File: src/rtl/bq_coef_loader_if.sv
// Wishbone master/slave bundle used by the biquad coefficient loader.
// Member names keep the master-side direction suffixes so both ends read alike.
interface bq_coef_loader_if;
    logic        cyc_o;
    logic        stb_o;
    logic        we_o;
    logic [2:0]  adr_o;
    logic [15:0] dat_o;
    logic [15:0] dat_i;
    logic        ack_i;

    modport master (
        output cyc_o, stb_o, we_o, adr_o, dat_o,
        input  dat_i, ack_i
    );

    modport slave (
        input  cyc_o, stb_o, we_o, adr_o, dat_o,
        output dat_i, ack_i
    );
endinterface

File: src/rtl/bq_coef_loader.sv
// Loads five biquad coefficients into a Wishbone slave, optionally reads them back
// and compares, with a per-transfer ack timeout and sticky error reporting.
module bq_coef_loader #(
    parameter bit          VERIFY  = 1'b1,
    parameter int unsigned TIMEOUT = 15
) (
    input  logic                     clk,
    input  logic                     nreset,
    input  logic                     start,
    input  logic [15:0]              a11_i,
    input  logic [15:0]              a12_i,
    input  logic [15:0]              b10_i,
    input  logic [15:0]              b11_i,
    input  logic [15:0]              b12_i,
    bq_coef_loader_if.master         wb,
    output logic                     busy,
    output logic                     done,
    output logic                     err,
    output logic                     tmo,
    output logic [2:0]               err_adr
);

    typedef enum logic [1:0] {StIdle, StWrite, StRead, StDone} state_e;

    // Abort fires on the edge that would bring the wait count up to TIMEOUT.
    localparam logic [7:0] TmoLast = 8'(TIMEOUT - 1);
    localparam logic [2:0] IdxLast = 3'd4;

    state_e      state_q, state_d;
    logic [2:0]  idx_q, idx_d;
    logic [7:0]  wait_q, wait_d;
    logic [15:0] coef_q [5];
    logic [15:0] coef_d [5];
    logic        err_q, err_d;
    logic        tmo_q, tmo_d;
    logic [2:0]  err_adr_q, err_adr_d;

    logic        cyc, stb, we;
    logic [2:0]  adr;
    logic [15:0] dat;

    always_comb begin
        state_d   = state_q;
        idx_d     = idx_q;
        wait_d    = wait_q;
        coef_d    = coef_q;
        err_d     = err_q;
        tmo_d     = tmo_q;
        err_adr_d = err_adr_q;
        cyc       = 1'b0;
        stb       = 1'b0;
        we        = 1'b0;
        adr       = 3'd0;
        dat       = 16'h0000;
        done      = 1'b0;

        unique case (state_q)
            StIdle: begin
                if (start) begin
                    coef_d[0] = a11_i;
                    coef_d[1] = a12_i;
                    coef_d[2] = b10_i;
                    coef_d[3] = b11_i;
                    coef_d[4] = b12_i;
                    idx_d     = 3'd0;
                    wait_d    = 8'd0;
                    err_d     = 1'b0;
                    tmo_d     = 1'b0;
                    err_adr_d = 3'd0;
                    state_d   = StWrite;
                end
            end
            StWrite: begin
                cyc = 1'b1;
                stb = 1'b1;
                we  = 1'b1;
                adr = idx_q;
                dat = coef_q[idx_q];
                if (wb.ack_i) begin
                    wait_d = 8'd0;
                    if (idx_q == IdxLast) begin
                        idx_d   = 3'd0;
                        state_d = VERIFY ? StRead : StDone;
                    end else begin
                        idx_d = idx_q + 3'd1;
                    end
                end
            end
            StRead: begin
                cyc = 1'b1;
                stb = 1'b1;
                adr = idx_q;
                if (wb.ack_i) begin
                    wait_d = 8'd0;
                    // Only the first mismatching address is recorded.
                    if (wb.dat_i != coef_q[idx_q] && !err_q) begin
                        err_d     = 1'b1;
                        err_adr_d = idx_q;
                    end
                    if (idx_q == IdxLast) begin
                        idx_d   = 3'd0;
                        state_d = StDone;
                    end else begin
                        idx_d = idx_q + 3'd1;
                    end
                end
            end
            StDone: begin
                done    = 1'b1;
                state_d = StIdle;
            end
            default: state_d = StIdle;
        endcase

        if (stb && !wb.ack_i) begin
            if (wait_q == TmoLast) begin
                err_d = 1'b1;
                tmo_d = 1'b1;
                if (!err_q) begin
                    err_adr_d = idx_q;
                end
                idx_d   = 3'd0;
                wait_d  = 8'd0;
                state_d = StDone;
            end else begin
                wait_d = wait_q + 8'd1;
            end
        end
    end

    always_ff @(posedge clk or negedge nreset) begin
        if (!nreset) begin
            state_q   <= StIdle;
            idx_q     <= 3'd0;
            wait_q    <= 8'd0;
            err_q     <= 1'b0;
            tmo_q     <= 1'b0;
            err_adr_q <= 3'd0;
            for (int i = 0; i < 5; i++) begin
                coef_q[i] <= 16'h0000;
            end
        end else begin
            state_q   <= state_d;
            idx_q     <= idx_d;
            wait_q    <= wait_d;
            err_q     <= err_d;
            tmo_q     <= tmo_d;
            err_adr_q <= err_adr_d;
            coef_q    <= coef_d;
        end
    end

    assign wb.cyc_o = cyc;
    assign wb.stb_o = stb;
    assign wb.we_o  = we;
    assign wb.adr_o = adr;
    assign wb.dat_o = dat;
    assign busy     = (state_q != StIdle);
    assign err      = err_q;
    assign tmo      = tmo_q;
    assign err_adr  = err_adr_q;

endmodule

File: src/flat_wrapper.sv
// flat-port wrapper written by rule: the top's interface ports become plain ports
module bq_coef_loader_flat 
#(
    parameter bit          VERIFY  = 1'b1,
    parameter int unsigned TIMEOUT = 15
)
  (clk, nreset, start, a11_i, a12_i, b10_i, b11_i, b12_i, busy, done, err, tmo, err_adr, wb_cyc_o, wb_stb_o, wb_we_o, wb_adr_o, wb_dat_o, wb_dat_i, wb_ack_i);
  bq_coef_loader_if wb_i ();
  input  logic clk;
  input  logic nreset;
  input  logic start;
  input  logic [15:0] a11_i;
  input  logic [15:0] a12_i;
  input  logic [15:0] b10_i;
  input  logic [15:0] b11_i;
  input  logic [15:0] b12_i;
  output logic busy;
  output logic done;
  output logic err;
  output logic tmo;
  output logic [2:0] err_adr;
  output wire logic [$bits(wb_i.cyc_o)-1:0] wb_cyc_o;
  output wire logic [$bits(wb_i.stb_o)-1:0] wb_stb_o;
  output wire logic [$bits(wb_i.we_o)-1:0] wb_we_o;
  output wire logic [$bits(wb_i.adr_o)-1:0] wb_adr_o;
  output wire logic [$bits(wb_i.dat_o)-1:0] wb_dat_o;
  input wire logic [$bits(wb_i.dat_i)-1:0] wb_dat_i;
  input wire logic [$bits(wb_i.ack_i)-1:0] wb_ack_i;
  assign wb_cyc_o = wb_i.cyc_o;
  assign wb_stb_o = wb_i.stb_o;
  assign wb_we_o = wb_i.we_o;
  assign wb_adr_o = wb_i.adr_o;
  assign wb_dat_o = wb_i.dat_o;
  assign wb_i.dat_i = wb_dat_i;
  assign wb_i.ack_i = wb_ack_i;
  bq_coef_loader #(.VERIFY(VERIFY), .TIMEOUT(TIMEOUT)) u_core (.clk(clk), .nreset(nreset), .start(start), .a11_i(a11_i), .a12_i(a12_i), .b10_i(b10_i), .b11_i(b11_i), .b12_i(b12_i), .wb(wb_i), .busy(busy), .done(done), .err(err), .tmo(tmo), .err_adr(err_adr));
endmodule
File: config.mk
export PLATFORM = sky130hd
export DESIGN_NAME = bq_coef_loader_flat
export DESIGN_NICKNAME = d
export VERILOG_FILES = /design/src/rtl/bq_coef_loader_if.sv /design/src/rtl/bq_coef_loader.sv /design/src/flat_wrapper.sv
export SDC_FILE = /design/constraint.sdc
export NUM_CORES = 1
export LEC_CHECK = 0
export BUFFER_PORTS_ARGS = -buffer_cell sky130_fd_sc_hd__buf_2
export CORE_AREA = 3 3 111 113
export DETAILED_ROUTE_END_ITERATION = 10
export DIE_AREA = 0 0 114 116
export PLACE_DENSITY = 0.76
export RECOVER_POWER = 100
export SLEW_MARGIN = 20
export SYNTH_ARGS = -nofsm -noshare
export SYNTH_HDL_FRONTEND = slang
export SYNTH_SLANG_ARGS = --single-unit
File: constraint.sdc
create_clock -name clk -period 2.13 [get_ports clk]
set_input_delay 0.1065 -clock clk [delete_from_list [all_inputs] [get_ports clk]]
set_output_delay 0.1065 -clock clk [all_outputs]
set_load 0.01 [all_outputs]
==> metrics.csv, run 1 <==
metric,value,unit
crit_path_max_fanout,6,
worstMarginPinSlew,1.14,ns
startpoint_type,register,
final_common_cell,buf_2,
fin_crit,2.60,ns
power,12.7,mW
h-tree-depth,3,
clk_pin_slew,0.06,ns
pwr-share-comb,58.3,%
grt_max_degree,51,
rr_worst_depth,10,
final_nets,875,
synthCells,494,
crit_arrival,2.87,ns
clk_latency,0.35,ns
area_delta_synth_final,48.6,%
portBuffers,128,
worstPathRequired,2.40,ns
place_inst,809,
relSlewSlack,24.1,%
maxSlewViolCount,0,
min_from,b10_i[1],
ys_async_sr_fraction,100,%
ant_nets,0,
first_global_vias,5421,
root_buffer,clkbuf_16,
yosys_warnings,0,
routed_via_density,5.89,
worst_slack,-0.469,ns
grt.overflow.total,0,
cp_cell_sequence,buf_4 > buf_12 > or4bb_1 > o211ai_1 > a211oi_1 > nand4_1 > o31ai_2 > a41oi_2 > a21oi_2 > o2bb2ai_1,
min_path_cells,2,
initial_core_util,48.8,%
power.leakage,3.74,nW
synth_edf_count,0,
gp_congestion,0.920,
cts.sink_count,98,
ys_seq_elements,98,
hold_ws,0.000327,ns
synth_cell_types,64,
hold_viol,0,
syn-mean-instance-area,11.3,um^2
n_fill_cell,751,
core-area,11400,um^2
finalCritPeriodShare,122,%
place_area,6850,um^2
clkPwrFrac,13.9,%
pwr-share-seq,27.9,%
finalNonFillerCells,915,
endpoint_kind,register,
reg2reg_to,u_core.err_adr[0]$_DFF_PN0_,
drt_first_pass_iters,5,
wl_per_cell,20.2,um
cts_buffers,9,
max_stage_delay,0.41,ns
diodes,0,
drive_gt1_share,48.8,%
tritoncts,yes,
antenna_found_initial,0,
netlist_top_cells_area,"dfrtp_1, mux2_2, a21oi_1",
violations,setup timing,
grt_pass1_wl,27600,um
yosys.area.top_type_share,44.0,%
switching_share,39.1,%
intPower,7.73,mW
synth_area_leader_cell,dfrtp_1,
num_rows,39,
power.density,1530,nW/um^2
clock_path_buffers,2,
drt_iter0_markers,535,
p_switching,4.96,mW
whs_endpoint,u_core.coef_q[33]$_DFFE_PN0P_,
vias,5386,
drv_cap,0,
ios,129,
crit_slowest_cell,dfrtp_1,
skew,0.00748,ns
status,finished with violations,
dp_hpwl,12100,um
crit_type,register to register,
drc_errors,0,
setup_viol,15,
ff2ff_setup_slack,-0.47,ns
most-common-layout-cells,"buf_2, mux2_2, dfrtp_1, dlygate4sd3_1, buf_4",
track_usage,27.0,%
synth_area,5570,um^2
r2r-start,u_core.idx_q[2]$_DFF_PN0_,
ir_drop,0.000962,V
min_path_type,input port to register,
fp.dieH,116,um
synth_nets,602,
final_area,8280,um^2
dieWidth,114,um
die-area,13200,um^2
routed_wirelength,18500,um
max_freq,385,MHz
rsz0062_at_grt,yes,
ys_seq_area_share,44.0,%
ys.flop_type,dfrtp_1,
==> worst max-delay path, delay by kind of cell (launching register included) <==
family	cells	cell delay [ns]
simple gates	2	0.41
buf+inv	2	0.32
compound gates	6	1.37
flops	1	0.41
==> layer usage <==
metal  up-vias  global-route usage [%]  part of all wire, %
met2       306                    44.9                   50
met5         -                       0                    0
li1       2392                       -                    -
met4         0                    11.6                  3.1
met1      2626                    33.9                   40
met3        62                    6.06                  6.9
==> what timing repair did <==
action / CTS / global route
gates cloned: 1 / 2
endpoints found under the setup margin: 20 / 21
hold endpoints to repair: 113 / 2
buffers inserted: 8 / 7
pin swaps: 12 / 24
resized for setup: 32 / 46
hold buffers: 72 / 2
==> cells in the mapped netlist, types with 4 or more instances <==
master and instances:
o31ai_1 7, o2bb2ai_1 4, nor2_1 32, nand3_1 10, a31oi_1 5, mux2i_1 12
nand2_1 26, a21o_1 4, buf_4 4, buf_1 7, o21ai_0 15, a21oi_1 25
a211oi_1 4, and3_1 4, inv_1 11, nand2b_1 11, ha_1 8, and2_1 4
a22oi_1 12, a32oi_1 4, clkbuf_1 4, dfrtp_1 98, mux2_2 98, nand4_1 4
buf_2 10
==> stage by stage <==
stage	TNS (ns)	utilization (%)	setup slack, ns
floorplan	-0.451	-	-0.119
global placement	-1.28	60.0	-0.326
detailed placement	-1.53	60.0	-0.395
CTS	-1.56	70.9	-0.326
global route	-6.83	72.5	-0.529
finish	-2.48	72.5	-0.469
==> flip-flops by register name (all words and copies together) (netlist names) <==
register / flops
u_core.coef_q: 80
u_core.err: 1
u_core.err_adr: 3
u_core.idx_q: 3
u_core.state_q: 2
u_core.tmo: 1
u_core.wait_q: 8
==> area by class of cell <==
class | instances | area [um^2] | share of cell area [%]
clock buffer | 12 | 246 | 2.98
clock inverter | 4 | 73.8 | 0.891
timing repair buffer | 292 | 2140 | 25.8
tap | 143 | 179 | 2.16
inverter | 13 | 52.6 | 0.635
multi-input combinational | 353 | 3140 | 37.9
sequential | 98 | 2450 | 29.6
==> power groups by stage <==
| stage | logic, mW | registers, mW | clock network, mW |
|---|---|---|---|
| after floorplan | 3.96 | 3.11 | 0 |
| after global placement | 5.95 | 3.43 | 0 |
| final | 7.39 | 3.53 | 1.76 |
| after CTS | 6.72 | 3.43 | 1.78 |
| after global routing | 7.86 | 3.60 | 1.87 |
| after detailed placement | 6.10 | 3.47 | 0 |
==> kinds of logic after synthesis <==
logic type | synth area share, %
xor gates and xnor gates | 0.472
and+or+nand+nor | 11.7
adders and majority gates | 1.80
buffers and inverters | 4.29
AOI/OAI and AO/OA | 13.1
muxes | 24.6
DFF | 44.0
==> how the worst max path moves through the flow <==
| stage | start | endpoint | cells past startpoint |
|---|---|---|---|
| 6_report | u_core.idx_q[2]$_DFF_PN0_ | u_core.err_adr[0]$_DFF_PN0_ | 10 |
| 5_1_grt | u_core.idx_q[0]$_DFF_PN0_ | u_core.err_adr[1]$_DFF_PN0_ | 11 |
| 2_1_floorplan | u_core.idx_q[0]$_DFF_PN0_ | u_core.err_adr[0]$_DFF_PN0_ | 11 |
| 3_5_place_dp | u_core.idx_q[0]$_DFF_PN0_ | u_core.err_adr[2]$_DFF_PN0_ | 9 |
| 3_3_place_gp | u_core.idx_q[1]$_DFF_PN0_ | u_core.err_adr[1]$_DFF_PN0_ | 9 |
| 4_1_cts | u_core.idx_q[0]$_DFF_PN0_ | u_core.err_adr[0]$_DFF_PN0_ | 10 |
Note: power is estimated with default switching activity, not from simulation.
==> run 2: changes to the inputs <==
--- a/config.mk
+++ b/config.mk
@@ -6,10 +6,12 @@
 export NUM_CORES = 1
 export LEC_CHECK = 0
 export BUFFER_PORTS_ARGS = -buffer_cell sky130_fd_sc_hd__buf_2
-export CORE_AREA = 3 3 111 113
+export CELL_PAD_IN_SITES_DETAIL_PLACEMENT = 1
+export CELL_PAD_IN_SITES_GLOBAL_PLACEMENT = 1
+export CORE_AREA = 3 3 126 128
 export DETAILED_ROUTE_END_ITERATION = 10
-export DIE_AREA = 0 0 114 116
-export PLACE_DENSITY = 0.76
+export DIE_AREA = 0 0 129 131
+export PLACE_DENSITY_LB_ADDON = 0.1
 export RECOVER_POWER = 100
 export SLEW_MARGIN = 20
 export SYNTH_ARGS = -nofsm -noshare
==> run 2 against run 1 <==
Net effect:
- the run still ends with setup timing left
- largest cell class unchanged
- count of clock-buffer cells in the layout shrank 2
- setup slack gained 0.072 ns
- cell area grew 1.1%
- critical path depth shrank 1
- critical path type unchanged
- utilization shrank 17 points
- largest power group unchanged
- register-to-register slack gained 0.07 ns
- maximum frequency grew 2.8%
- final cell count grew 4.0%
- highest routed layer unchanged
- sequential power is essentially flat
- combinational power grew 0.9%
- first-iteration DRC count shrank 56%
==> metrics.csv, run 2 (same netlist as run 1, synthesis figures left out) <==
metric,value,unit,change
status,finished with violations,,unchanged
violations,setup timing,,unchanged
maxSlewViolCount,0,,unchanged
max_stage_delay,0.57,ns,was 0.41 ns
core-area,15000,um^2,"was 11,400 um^2"
setup_viol,15,,unchanged
rr_worst_depth,9,,was 10
area_delta_synth_final,50.3,%,was 48.6%
min_from,b12_i[2],,was b10_i[1]
r2r-start,u_core.idx_q[0]$_DFF_PN0_,,was u_core.idx_q[2]$_DFF_PN0_
max_freq,396,MHz,was 385 MHz
num_rows,45,,was 39
largest_register_ffs,80,,unchanged
reg.largest.list,"u_core.coef_q x80, u_core.wait_q x8",,unchanged
reg2reg_to,u_core.err_adr[1]$_DFF_PN0_,,was u_core.err_adr[0]$_DFF_PN0_
fp.dieH,131,um,was 116 um
dp_hpwl,14100,um,"was 12,100 um"
final_nets,867,,was 875
grt_pass1_wl,30100,um,"was 27,600 um"
diodes,0,,unchanged
grt_max_degree,48,,was 51
drc_errors,0,,unchanged
setup-tns-final,-2.35,ns,was -2.48 ns
min_path_cells,2,,unchanged
portBuffers,128,,unchanged
ff2ff_setup_slack,-0.40,ns,was -0.47 ns
relSlewSlack,20.2,%,was 24.1%
cts.sink_count,98,,unchanged
regMostFlops,u_core.coef_q,,unchanged
drive_gt1_share,48.7,%,was 48.8%
drt_first_pass_iters,4,,was 5
antenna_found_initial,0,,unchanged
fin_crit,2.53,ns,was 2.60 ns
dp_slack,-0.579,ns,was -0.395 ns
final_common_cell,buf_2,,unchanged
crit_slowest_cell,or4bb_4,,was dfrtp_1
drv_cap,0,,unchanged
min_path_type,input port to register,,unchanged
clk_latency,0.35,ns,about the same
power.leakage,3.73,nW,was 3.74 nW
crit_type,register to register,,unchanged
h-tree-depth,3,,unchanged
ir_drop,0.000623,V,was 0.000962 V
startpoint_type,register,,unchanged
endpoint_kind,register,,unchanged
worstPathRequired,2.36,ns,was 2.40 ns
first_global_vias,5411,,"was 5,421"
most-common-layout-cells,"buf_2, dfrtp_1, mux2_2, dlygate4sd3_1, buf_4",,"was buf_2, mux2_2, dfrtp_1, dlygate4sd3_1, buf_4"
grt.overflow.total,0,,unchanged
routed_wirelength,19300,um,"was 18,500 um"
final_util,55.9,%,was 72.5%
routed_via_density,5.37,,was 5.89
n_fill_cell,1607,,was 751
skew,0.00621,ns,was 0.00748 ns
root_buffer,clkbuf_16,,unchanged
whs_endpoint,u_core.coef_q[2]$_DFFE_PN0P_,,was u_core.coef_q[33]$_DFFE_PN0P_
place_area,6960,um^2,was 6850 um^2
worst_slack,-0.397,ns,was -0.469 ns
rsz0062_at_grt,yes,,unchanged
clock_path_buffers,2,,unchanged
wl_per_cell,20.3,um,was 20.2 um
tritoncts,yes,,unchanged
die-area,16900,um^2,"was 13,200 um^2"
clk_pin_slew,0.07,ns,was 0.06 ns
cp_cell_sequence,buf_12 > or4bb_4 > o211ai_1 > a32oi_2 > nand2_1 > nor4_4 > a41oi_4 > a21oi_2 > o2bb2ai_1,,was buf_4 > buf_12 > or4bb_1 > o211ai_1 > a211oi_1 > nand4_1 > o31ai_2 > a41oi_2 > a21oi_2 > o2bb2ai_1
final_area,8380,um^2,was 8280 um^2
power.density,1540,nW/um^2,was 1530 nW/um^2
finalCritPeriodShare,119,%,was 122%
crit_path_max_fanout,25,,was 6
hold_ws,0.00853,ns,was 0.000327 ns
worstMarginPinSlew,1.20,ns,was 1.14 ns
initial_core_util,37.2,%,was 48.8%
drt_iter0_markers,233,,was 535
crit_arrival,2.76,ns,was 2.87 ns
dieWidth,129,um,was 114 um
ios,129,,unchanged
track_usage,23.1,%,was 27.0%
hold_viol,0,,unchanged
ant_nets,0,,unchanged
cts_buffers,9,,unchanged
vias,5116,,"was 5,386"
gp_congestion,0.856,,was 0.920
run 2: changes by cell type in the layout (fill, tap and decap cells not counted), sizes merged:
cell	change
buf	-5
clkbuf	-4
dlygate4sd3	-1
bufinv	+1
clkinvlp	+3
inv	-2
run 2: timing repair:
item | 4_1_cts | 5_1_grt
cloned | 0 | 0
pin swaps | 14 | 8
resized for setup | 53 | 27
endpoints found under the hold margin | 116 | 0
setup buffers | 5 | 0
hold buffers | 73 | 0
setup endpoints to repair | 16 | 22
run 2: worst max-delay path by stage:
| stage | startpoint | to | depth (start not counted) |
|---|---|---|---|
| floorplan | u_core.idx_q[0]$_DFF_PN0_ | u_core.err_adr[0]$_DFF_PN0_ | 11 |
| global placement | u_core.idx_q[0]$_DFF_PN0_ | u_core.err_adr[2]$_DFF_PN0_ | 8 |
| detailed placement | u_core.idx_q[0]$_DFF_PN0_ | u_core.err_adr[1]$_DFF_PN0_ | 8 |
| CTS | u_core.idx_q[0]$_DFF_PN0_ | u_core.err_adr[1]$_DFF_PN0_ | 9 |
| global route | u_core.idx_q[0]$_DFF_PN0_ | u_core.err_adr[1]$_DFF_PN0_ | 9 |
| finish | u_core.idx_q[0]$_DFF_PN0_ | u_core.err_adr[1]$_DFF_PN0_ | 9 |
run 2: layout make-up:
| class | count | area [um^2] | share of cell area [%] |
|---|---|---|---|
| clock buffers | 10 | 239 | 2.85 |
| clock inverters | 6 | 114 | 1.36 |
| inverters | 13 | 52.6 | 0.627 |
| multi-input cells | 353 | 3180 | 37.9 |
| flip-flops and latches | 98 | 2450 | 29.3 |
| well taps | 188 | 235 | 2.81 |
| repair buffers | 284 | 2100 | 25.1 |
run 2: through the flow:
step	power [mW]	std cells
floorplan	7.08	494
global placement	9.79	859
detailed placement	9.96	859
CTS	12.7	952
global route	13.7	952
finish	12.9	952
run 2: worst max-delay path: cells and delay by family (launching register included):
family,cells,cell delay (ns)
buf+inv,1,0.20
simple gates,3,0.76
compound gates,5,0.93
flops,1,0.51
run 2: routing by layer:
metal	GRT usage, %	vias to the layer above	share of wire (%)
met5	0	-	0
met4	6.86	0	1.6
met3	2.97	19	3.5
met2	39.6	123	50
met1	30.6	2606	45
li1	-	2368	-
run 2: report_power, final:
part           total (mW)  switching, mW  internal, mW
sequential           3.51          0.794          2.71
clock                1.93          0.746          1.18
combinational        7.46           3.46          4.00
total                12.9           5.00          7.89
==> run 3: changes to the inputs <==
--- a/config.mk
+++ b/config.mk
@@ -5,12 +5,13 @@
 export SDC_FILE = /design/constraint.sdc
 export NUM_CORES = 1
 export LEC_CHECK = 0
+export ABC_AREA = 1
 export BUFFER_PORTS_ARGS = -buffer_cell sky130_fd_sc_hd__buf_2
 export CELL_PAD_IN_SITES_DETAIL_PLACEMENT = 1
 export CELL_PAD_IN_SITES_GLOBAL_PLACEMENT = 1
-export CORE_AREA = 3 3 126 128
+export CORE_AREA = 3 3 124 126
 export DETAILED_ROUTE_END_ITERATION = 10
-export DIE_AREA = 0 0 129 131
+export DIE_AREA = 0 0 127 129
 export PLACE_DENSITY_LB_ADDON = 0.1
 export RECOVER_POWER = 100
 export SLEW_MARGIN = 20
==> run 3 against run 2 <==
Net effect:
- the flow now finishes without violations
- sequential cell count unchanged
- first-iteration DRC count shrank 26%
- via count is 5.6% lower
- highest routed layer unchanged
==> metrics.csv, run 3 <==
metric,value,unit,change
skew,0.00748,ns,was 0.00621 ns
yosysMostFrequentCell,nand2_1,,
power.density,1290,nW/um^2,was 1540 nW/um^2
grt_pass1_wl,27600,um,"was 30,100 um"
synth_mux_area_share,17.5,%,was 24.6%
syn-mean-instance-area,9.07,um^2,was 11.3 um^2
ys_async_sr_fraction,100,%,unchanged
synth_nets,675,,was 602
synth_cell_types,31,,was 64
gp_congestion,0.808,,was 0.856
grt.overflow.total,0,,unchanged
drt_iter0_markers,172,,was 233
drt_first_pass_iters,7,,was 4
hold_viol,0,,unchanged
ys_seq_area_share,47.7,%,was 44.0%
initial_core_util,35.6,%,was 37.2%
setup_viol,0,,was 15
crit_path_max_fanout,7,,was 25
ant_nets,0,,unchanged
synth-simple-area-share,22.5,%,was 11.7%
portBuffers,128,,unchanged
synth_area_leader_cell,dfrtp_1,,unchanged
finalNonFillerCells,981,,was 952
synth_top_family_by_area,simple AND/OR/NAND/NOR gates,,was multiplexers
ys_seq_elements,98,,unchanged
diodes,0,,unchanged
track_usage,21.8,%,was 23.1%
antenna_found_initial,0,,unchanged
startpoint_type,register,,unchanged
worstMarginPinSlew,0.925,ns,was 1.20 ns
netlist_top_cells_area,"dfrtp_1, mux2_2, nand2_1",,"was dfrtp_1, mux2_2, a21oi_1"
cts_buffers,9,,unchanged
maxSlewViolCount,0,,unchanged
clock_path_buffers,2,,unchanged
final_util,51.7,%,was 55.9%
largest_register_ffs,80,,unchanged
max_freq,472,MHz,was 396 MHz
synthTopCellsByCount,"nand2_1, dfrtp_1, mux2_2",,"was dfrtp_1, mux2_2, nor2_1"
routed_via_density,4.92,,was 5.37
dp_hpwl,12400,um,"was 14,100 um"
endpoint_kind,register,,unchanged
grt_max_degree,64,,was 48
core-area,14400,um^2,"was 15,000 um^2"
wl_per_cell,17.8,um,was 20.3 um
yosys.area.top_type_share,47.7,%,was 44.0%
fin_crit,2.12,ns,was 2.53 ns
ir_drop,0.000600,V,was 0.000623 V
fp.dieH,129,um,was 131 um
final_nets,900,,was 867
ys.flop_type,dfrtp_1,,unchanged
clk_latency,0.35,ns,about the same
area_delta_synth_final,45.2,%,was 50.3%
setup-tns-final,0,ns,was -2.35 ns
tritoncts,yes,,unchanged
root_buffer,clkbuf_16,,unchanged
synth_compound_area_share,4.92,%,was 13.1%
yosys_warnings,0,,unchanged
power.leakage,3.67,nW,was 3.73 nW
clk_pin_slew,0.07,ns,about the same
dieWidth,127,um,was 129 um
synth-adder-area-share,1.95,%,was 1.80%
synth_xor_area_share,0,%,was 0.472%
min_path_type,input port to register,,unchanged
worstPathRequired,2.41,ns,was 2.36 ns
drive_gt1_share,37.1,%,was 48.7%
status,finished clean,,was finished with violations
rsz0062_at_grt,yes,,unchanged
num_rows,44,,was 45
cts.sink_count,98,,unchanged
crit_type,register to register,,unchanged
vias,4831,,"was 5,116"
routed_wirelength,17500,um,"was 19,300 um"
synthCells,567,,was 494
final_common_cell,nand2_1,,was buf_2
relSlewSlack,38.3,%,was 20.2%
die-area,16400,um^2,"was 16,900 um^2"
place_inst,884,,was 859
reg.largest.list,"u_core.coef_q x80, u_core.wait_q x8",,unchanged
crit_arrival,2.40,ns,was 2.76 ns
drv_cap,0,,unchanged
regMostFlops,u_core.coef_q,,unchanged
first_global_vias,5277,,"was 5,411"
finalCritPeriodShare,99.5,%,was 119%
synth_area,5140,um^2,was 5570 um^2
ios,129,,unchanged
h-tree-depth,3,,unchanged
synth_edf_count,0,,unchanged
drc_errors,0,,unchanged
most-common-layout-cells,"nand2_1, buf_2, dfrtp_1, mux2_2, dlygate4sd3_1",,"was buf_2, dfrtp_1, mux2_2, dlygate4sd3_1, buf_4"
==> run 3: cell types whose count changed in the layout (fill, tap and decap cells not counted), moves of 7 or more <==
cell	before	now
nand2_1	23	132
inv_1	11	40
nand3_1	10	66
nand2_2	1	22
a22oi_2	8	0
mux2_2	95	80
buf_4	58	12
a21oi_1	18	25
nand2b_1	11	0
nand3_2	0	11
mux2i_1	10	0
==> run 3: critical path, stage by stage (launching register included) <==
cell	delay (ns)
dfrtp_2	0.44
buf_12	0.15
nor3_4	0.21
buf_6	0.14
buf_12	0.13
nand2_4	0.05
buf_6	0.11
nand2_2	0.06
nand2_2	0.06
nand2_2	0.07
nor2_4	0.04
nand2_2	0.08
nor2_4	0.05
nand2_4	0.09
nand2_4	0.06
nand2_2	0.08
nand3_2	0.07
a21oi_2	0.15
==> run 3: worst paths after layout <==
check	from	to	slack, ns	depth (start not counted)
worst max-delay path	u_core.idx_q[0]$_DFF_PN0_	u_core.err_adr[1]$_DFF_PN0_	0.01	17
worst min-delay path	a11_i[12]	u_core.coef_q[76]$_DFFE_PN0P_	0.007	2
worst max register to register	u_core.idx_q[0]$_DFF_PN0_	u_core.err_adr[1]$_DFF_PN0_	0.01	17
worst min register to register	u_core.coef_q[30]$_DFFE_PN0P_	u_core.coef_q[30]$_DFFE_PN0P_	0.51	1
max in group asynchronous	nreset	u_core.idx_q[0]$_DFF_PN0_	0.29	3
min in group asynchronous	nreset	u_core.coef_q[13]$_DFFE_PN0P_	0.42	2
==> run 3: report_power, final <==
| part | internal [mW] | switching, mW | leakage [nW] | total [mW] |
|---|---|---|---|---|
| combinational | 2.08 | 2.62 | 2.34 | 4.69 |
| clock | 0.960 | 0.756 | 0.149 | 1.72 |
| sequential | 2.69 | 0.552 | 1.18 | 3.25 |
==> run 3: through the flow <==
step / total power, mW / worst slack (ns) / instance area [um^2] / hold slack [ns]
final: 9.66 / 0.00968 / 7460 / 0.00704
after global routing: 10.4 / -0.154 / 7460 / 0.00233
after floorplan: 5.89 / 0.0957 / 5140 / -0.189
after CTS: 9.59 / 0.00840 / 7350 / 0.000294
after global placement: 7.45 / -0.0432 / 6200 / 0.0993
after detailed placement: 7.61 / -0.112 / 6200 / 0.108
==> run 3: cell type report <==
cell class,instances,area [um^2]
fillers,1707,6960
repair buffers,236,1720
inverters,45,169
clock buffers,12,246
multi-input cells,402,2590
flip-flops and latches,98,2450
clock inverters,4,58.8
well taps,184,230
==> run 3: metal layers <==
layer / wire, um / track usage, % / part of all wire, %
met5: 0 / 0 / 0
met4: 316 / 7.57 / 1.8
met3: 602 / 3.20 / 3.4
met2: 8760 / 37.9 / 50
met1: 7790 / 27.9 / 45
==> run 3: logic make-up after synthesis <==
logic type | Yosys count
compound gates | 45
simple gates | 269
mux | 80
flops | 98
buf+inv | 67
fa+ha+maj | 8
==> run 3: timing repair <==
action / CTS / global route
endpoints found under the hold margin: 109 / 0
hold buffers: 75 / 0
setup endpoints to repair: 5 / 6
gates cloned: 1 / 0
buffers inserted: 2 / 3
pin swaps: 2 / 17
resized for setup: 14 / 44
